### config.mk
export PLATFORM = sky130hd
export DESIGN_NAME = jpc_fetch
export DESIGN_NICKNAME = d
export VERILOG_FILES = /design/src/rtl/jpc_fetch_pkg.sv /design/src/rtl/jpc_fetch.sv
export SDC_FILE = /design/constraint.sdc
export NUM_CORES = 1
export LEC_CHECK = 0
export ABC_CLOCK_PERIOD_IN_PS = 2500
export CORE_MARGIN = 10
export CORE_UTILIZATION = 40
export DETAILED_ROUTE_END_ITERATION = 6
export DONT_BUFFER_PORTS = 1
export PLACE_DENSITY = 0.62
export SLEW_MARGIN = 40
export SYNTH_ARGS = -nofsm -noshare
export SYNTH_HDL_FRONTEND = slang
export SYNTH_SLANG_ARGS = --single-unit
### constraint.sdc
create_clock -name clk -period 2.5 [get_ports clk]
set_clock_uncertainty 0.15 [all_clocks]
set_input_delay 0.5 -clock clk [delete_from_list [all_inputs] [get_ports clk]]
set_output_delay 0.5 -clock clk [all_outputs]
set_load 0.005 [all_outputs]
### src/rtl/jpc_fetch_pkg.sv
// jpc_fetch_pkg: shared definitions for the jpc_fetch instruction fetch sequencer.
//   - fetch_state_e : state encoding of the fetch FSM (StFault only exists when
//                     JPC_FETCH_ALIGN_CHECK_EN is defined)
//   - JPC_INSTR_BYTES : PC increment per sequential fetch
package jpc_fetch_pkg;

    localparam int unsigned JPC_INSTR_BYTES = 4;

    typedef enum logic [2:0] {
        StIdle  = 3'd0,
        StReq   = 3'd1,
        StWait  = 3'd2,
`ifdef JPC_FETCH_ALIGN_CHECK_EN
        StDrop  = 3'd3,
        StFault = 3'd4
`else
        StDrop  = 3'd3
`endif
    } fetch_state_e;

endpackage

### src/rtl/jpc_fetch.sv
// jpc_fetch: instruction fetch sequencer closing the loop around jpc_pc.
// Reads the current PC, issues one instruction-memory read at a time and
// presents the returned word through a one-entry valid/ready buffer. Drives
// next_pc_O/pc_en_O of jpc_pc: +4 per completed fetch, target on redirect.
//
// Ports:
//   clk, rst                           clock, synchronous active-high reset
//   pc_I                               current PC from jpc_pc
//   next_pc_O, pc_en_O                 PC load value / load enable to jpc_pc
//   imem_req_valid_O, imem_req_ready_I read request handshake
//   imem_addr_O                        read address (always pc_I)
//   imem_rsp_valid_I, imem_rsp_data_I  read response (one per accepted request)
//   redirect_I, redirect_pc_I          branch/jump request (single-cycle pulse)
//   instr_valid_O, instr_ready_I       downstream handshake
//   instr_O, instr_pc_O                fetched word and its address
//   fault_O                            misaligned-redirect flag
//
// Configuration:
//   JPC_FETCH_ALIGN_CHECK_EN  defined: misaligned redirect loads the PC and parks
//                             the block in StFault (fault_O=1) until an aligned
//                             redirect. Undefined: redirect target is forced to
//                             word alignment and fault_O is tied 0.
module jpc_fetch
    import jpc_fetch_pkg::*;
#(
    parameter int unsigned JPC_ADDRESS_WIDTH = 32,
    parameter int unsigned JPC_INSTR_WIDTH = 32
) (
    input  logic                         clk,
    input  logic                         rst,
    input  logic [JPC_ADDRESS_WIDTH-1:0] pc_I,
    output logic [JPC_ADDRESS_WIDTH-1:0] next_pc_O,
    output logic                         pc_en_O,
    output logic                         imem_req_valid_O,
    input  logic                         imem_req_ready_I,
    output logic [JPC_ADDRESS_WIDTH-1:0] imem_addr_O,
    input  logic                         imem_rsp_valid_I,
    input  logic [JPC_INSTR_WIDTH-1:0]   imem_rsp_data_I,
    input  logic                         redirect_I,
    input  logic [JPC_ADDRESS_WIDTH-1:0] redirect_pc_I,
    output logic                         instr_valid_O,
    input  logic                         instr_ready_I,
    output logic [JPC_INSTR_WIDTH-1:0]   instr_O,
    output logic [JPC_ADDRESS_WIDTH-1:0] instr_pc_O,
    output logic                         fault_O
);

    localparam int unsigned AW = JPC_ADDRESS_WIDTH;
    localparam int unsigned IW = JPC_INSTR_WIDTH;

    fetch_state_e   state_q, state_d;
    logic [AW-1:0]  req_pc_q;
    logic [AW-1:0]  pc_plus4;
    logic [AW-1:0]  redir_tgt;
    logic           instr_valid_q;
    logic [IW-1:0]  instr_q;
    logic [AW-1:0]  instr_pc_q;
    logic           load_buf;

`ifdef JPC_FETCH_ALIGN_CHECK_EN
    logic           redir_misaligned;
    // Remembers a misaligned redirect taken while a response is still in flight,
    // so StDrop knows to park in StFault once that response is discarded.
    logic           pend_fault_q, pend_fault_d;

    assign redir_tgt        = redirect_pc_I;
    assign redir_misaligned = |redirect_pc_I[1:0];
`else
    logic           unused_redirect_lsb;

    assign redir_tgt           = {redirect_pc_I[AW-1:2], 2'b00};
    assign unused_redirect_lsb = ^redirect_pc_I[1:0];
`endif

    // Single adder: the only sequential PC source is the address just fetched.
    assign pc_plus4 = req_pc_q + AW'(JPC_INSTR_BYTES);

    always_comb begin
        state_d          = state_q;
        pc_en_O          = 1'b0;
        next_pc_O        = pc_I;
        imem_req_valid_O = 1'b0;
        load_buf         = 1'b0;
`ifdef JPC_FETCH_ALIGN_CHECK_EN
        pend_fault_d     = pend_fault_q;
`endif

        case (state_q)
            StIdle: state_d = StReq;
            StReq: begin
                // Only request when the buffer will have room for the answer.
                imem_req_valid_O = !instr_valid_q || instr_ready_I;
                if (imem_req_valid_O && imem_req_ready_I) begin
                    state_d = StWait;
                end
            end
            StWait: begin
                if (imem_rsp_valid_I) begin
                    load_buf  = 1'b1;
                    pc_en_O   = 1'b1;
                    next_pc_O = pc_plus4;
                    state_d   = StReq;
                end
            end
            StDrop: begin
                if (imem_rsp_valid_I) begin
`ifdef JPC_FETCH_ALIGN_CHECK_EN
                    state_d = pend_fault_q ? StFault : StReq;
`else
                    state_d = StReq;
`endif
                end
            end
`ifdef JPC_FETCH_ALIGN_CHECK_EN
            StFault: state_d = StFault;
`endif
            default: state_d = StIdle;
        endcase

        // Redirect overrides everything decided above.
        if (redirect_I) begin
            imem_req_valid_O = 1'b0;
            load_buf         = 1'b0;
            pc_en_O          = 1'b1;
            next_pc_O        = redir_tgt;
            if ((state_q == StWait || state_q == StDrop) && !imem_rsp_valid_I) begin
                // A response is still owed; swallow it before fetching again.
                state_d = StDrop;
`ifdef JPC_FETCH_ALIGN_CHECK_EN
                pend_fault_d = redir_misaligned;
`endif
            end else begin
`ifdef JPC_FETCH_ALIGN_CHECK_EN
                state_d = redir_misaligned ? StFault : StReq;
`else
                state_d = StReq;
`endif
            end
        end
    end

    always_ff @(posedge clk) begin
        if (rst) begin
            state_q       <= StIdle;
            req_pc_q      <= '0;
            instr_valid_q <= 1'b0;
            instr_q       <= '0;
            instr_pc_q    <= '0;
`ifdef JPC_FETCH_ALIGN_CHECK_EN
            pend_fault_q  <= 1'b0;
`endif
        end else begin
            state_q <= state_d;
`ifdef JPC_FETCH_ALIGN_CHECK_EN
            pend_fault_q <= pend_fault_d;
`endif
            if (imem_req_valid_O && imem_req_ready_I) begin
                req_pc_q <= pc_I;
            end
            if (redirect_I) begin
                instr_valid_q <= 1'b0;
            end else if (load_buf) begin
                instr_valid_q <= 1'b1;
                instr_q       <= imem_rsp_data_I;
                instr_pc_q    <= req_pc_q;
            end else if (instr_ready_I) begin
                instr_valid_q <= 1'b0;
            end
        end
    end

    assign imem_addr_O   = pc_I;
    assign instr_valid_O = instr_valid_q;
    assign instr_O       = instr_q;
    assign instr_pc_O    = instr_pc_q;

`ifdef JPC_FETCH_ALIGN_CHECK_EN
    assign fault_O = (state_q == StFault);
`else
    assign fault_O = 1'b0;
`endif

endmodule

==> qor.csv <==
metric,value,unit
R2R depth,6,
Final Hold Vio Count,0,
pwr dens,596,mW/mm2
Peak VDD IR,0.000366,V
RSZ-0062 raised after global routing,yes,
crit path launch type,flip-flop,
Max clock buf depth,2,
Post-Synthesis Cells,678,
post-synth top area share,40.7,%
setup TNS,0,ns
Worst-path clk slew,0.07,ns
critical path class,flip-flop to output port,
Routed Antenna Nets,0,
RR Endpoint,instr_O[30],
via count,4374,
R2R setup slack,0.62,ns
NumNets Final,754,
final worst setup slack,0.0182,ns
"flops & latches, synth",99,
hold crit path type,primary input to flip-flop,
"Clk Latency, worst-skew pair",0.34,ns
period utilization,99.3,%
max-cap viol count,0,
min cycle time layout,2.48,ns
Lkg Pwr,1.91,nW
YS warnings,0,
fin. max-slew vios,0,
Netlist cell types,38,
status,finished clean,
Mapped Avg Cell Area,7.18,um2
ys async rst share,0,%
cell taking the most area after synthesis,dfxtp_1,
Ports,234,
Post-synth EDFFs,0,
site row count,40,
Critical R2R Launch,state_q[0],
Slew HR,55.2,%
drt initial violations,255,
fin cells,804,
first-pass GRT wire length,23.6,mm
syn_nets,781,
vias in the first global route,4390,
initial antenna violation count,1,
area of the die,0.0170,mm2
Avg WL per Cell,19.2,um
fraction of layout cells with a size suffix above 1,17.5,%
Util after Layout,45.8,%
Hold Path End,instr_O[20],
grt ovf,0,
P&R area growth vs syn,12.7,%
dpl hpwl,11.1,mm
drt total wl,15.4,mm
# clock sinks,99,
GPL Wtd Cong,0.788,
Slew @ Worst Pin,0.672,ns
largest net degree at the start of global routing,100,
cts hold-fix bufs,0,
# DRC,0,
vias per inst,5.44,
"Setup violations, final",0,
"Req. time, crit path",1.85,ns
"count leader, synth",nand2_1,
leading post-synthesis cells by cell area,"dfxtp_1 (41%), nand2_1 (19%), a21oi_1 (12%), buf_4 (5.1%), clkbuf_1 (3.3%)",
CTS Buf Count,9,
worst hold slack,0.0693,ns
die width,130,um
Port Buffers,0,
CTS tree,built,
area of the core,0.0120,mm2
synthesized area,0.00486,mm2
pre-CTS WS,0.113,ns
CP arrival,1.83,ns
Max Fclk,0.403,GHz
Synth Flop Type,dfxtp_1,
Initial Util,40.7,%
CP Capture Type,output port,
placed cell count,778,
register area share after synthesis,40.7,%
Detailed Routing Iterations Pass 1,4,
CP max FO,6,
hold wc startpoint,rst,
Tot GR Track Use,17.7,%
Commonest cells post-synth,"nand2_1 (246), a21oi_1 (112), dfxtp_1 (99), clkbuf_1 (43), buf_4 (33)",
Hold Path Stages,1,
DIE HEIGHT,130,um
H-tree depth,3,
clk root buf,clkbuf_16,
[layout make-up]
cell class | count | area (um2)
fillers | 1256 | 6480
multi-input cells | 490 | 2610
flip-flops and latches | 99 | 2000
repair buffers | 47 | 364
clock buffers | 12 | 256
well taps | 147 | 184
clock inverters | 4 | 56.3
inverters | 4 | 15.0
diodes | 1 | 2.50
[worst max-delay path, cell delays in order (launching register included)]
cell and delay [ns]:
dfxtp_2 0.34, buf_6 0.09, and4_4 0.24, nand2_4 0.08, buf_6 0.14, nor4_4 0.26
xnor2_1 0.13, o21ai_2 0.20
[repair_timing]
item,4_1_cts,5_1_grt
setup buffers,6,3
resized for setup,43,20
pin swaps,16,8
setup endpoints to repair,21,17
[layout by cell type (no fill, tap or decap), types with 3 or more instances in the layout]
cell,instances
dfxtp_1,87
and4_4,4
o21ai_0,11
xnor2_1,18
dfxtp_2,12
nand2b_1,3
and3_4,3
nor2_1,9
clkbuf_16,9
o221ai_1,5
nand2_1,244
buf_6,3
nand3_1,8
o21ai_2,4
nor3_2,8
buf_4,44
o221ai_2,8
xor2_1,7
nand4_1,4
o21ai_1,5
a21oi_1,112
and3_1,7
nor3_1,3
inv_1,4
[flip-flops by register name, indices dropped and copies added (netlist names)]
signal / cells
instr_O: 32
instr_pc_O: 32
instr_valid_O: 1
req_pc_q: 32
state_q: 2
[worst max path at each step]
| stage | endpoint | from | cells past startpoint | slack [ns] |
|---|---|---|---|---|
| after floorplan | next_pc_O[15] | imem_rsp_valid_I | 6 | 0.31 |
| after global placement | next_pc_O[30] | req_pc_q[12] | 6 | 0.1 |
| after detailed placement | next_pc_O[30] | req_pc_q[12] | 6 | 0.11 |
| after CTS | next_pc_O[31] | req_pc_q[3] | 7 | -0.006 |
| after global routing | next_pc_O[26] | req_pc_q[2] | 6 | -0.09 |
| final | next_pc_O[31] | req_pc_q[3] | 7 | 0.02 |
[cells by family (layout without fill, tap and decap cells)]
logic type / after synthesis / after routing / share of synthesized area [%]
xor+xnor: 25 / 25 / 4.50
simple gates: 312 / 312 / 27.7
mux: 2 / 2 / 0.412
fa+ha+maj: 1 / 1 / 0.257
compound gates: 149 / 149 / 16.5
other cells: 1 / 2 / 0.0771
flops: 99 / 99 / 40.7
buf+inv: 89 / 67 / 9.75
[per-stage QoR]
| stage | power (mW) | area, um2 |
|---|---|---|
| final | 3.27 | 5480 |
| after floorplan | 1.85 | 4860 |
| after global routing | 3.39 | 5480 |
| after CTS | 3.30 | 5390 |
| after global placement | 1.83 | 4890 |
| after detailed placement | 1.83 | 4890 |
[per-layer routing]
layer	vias to the layer above	wire length [um]	GRT usage (%)
met3	16	1420	6.33
met1	2016	6130	21.0
met2	180	7680	29.2
li1	2162	-	-
met5	-	0	0
met4	0	176	5.42
[power by group]
part	internal (mW)	switching, mW
Sequential	1.60	0.0195
Clock	0.839	0.619
Combinational	0.0811	0.111
Note: power is estimated with default switching activity, not from simulation.
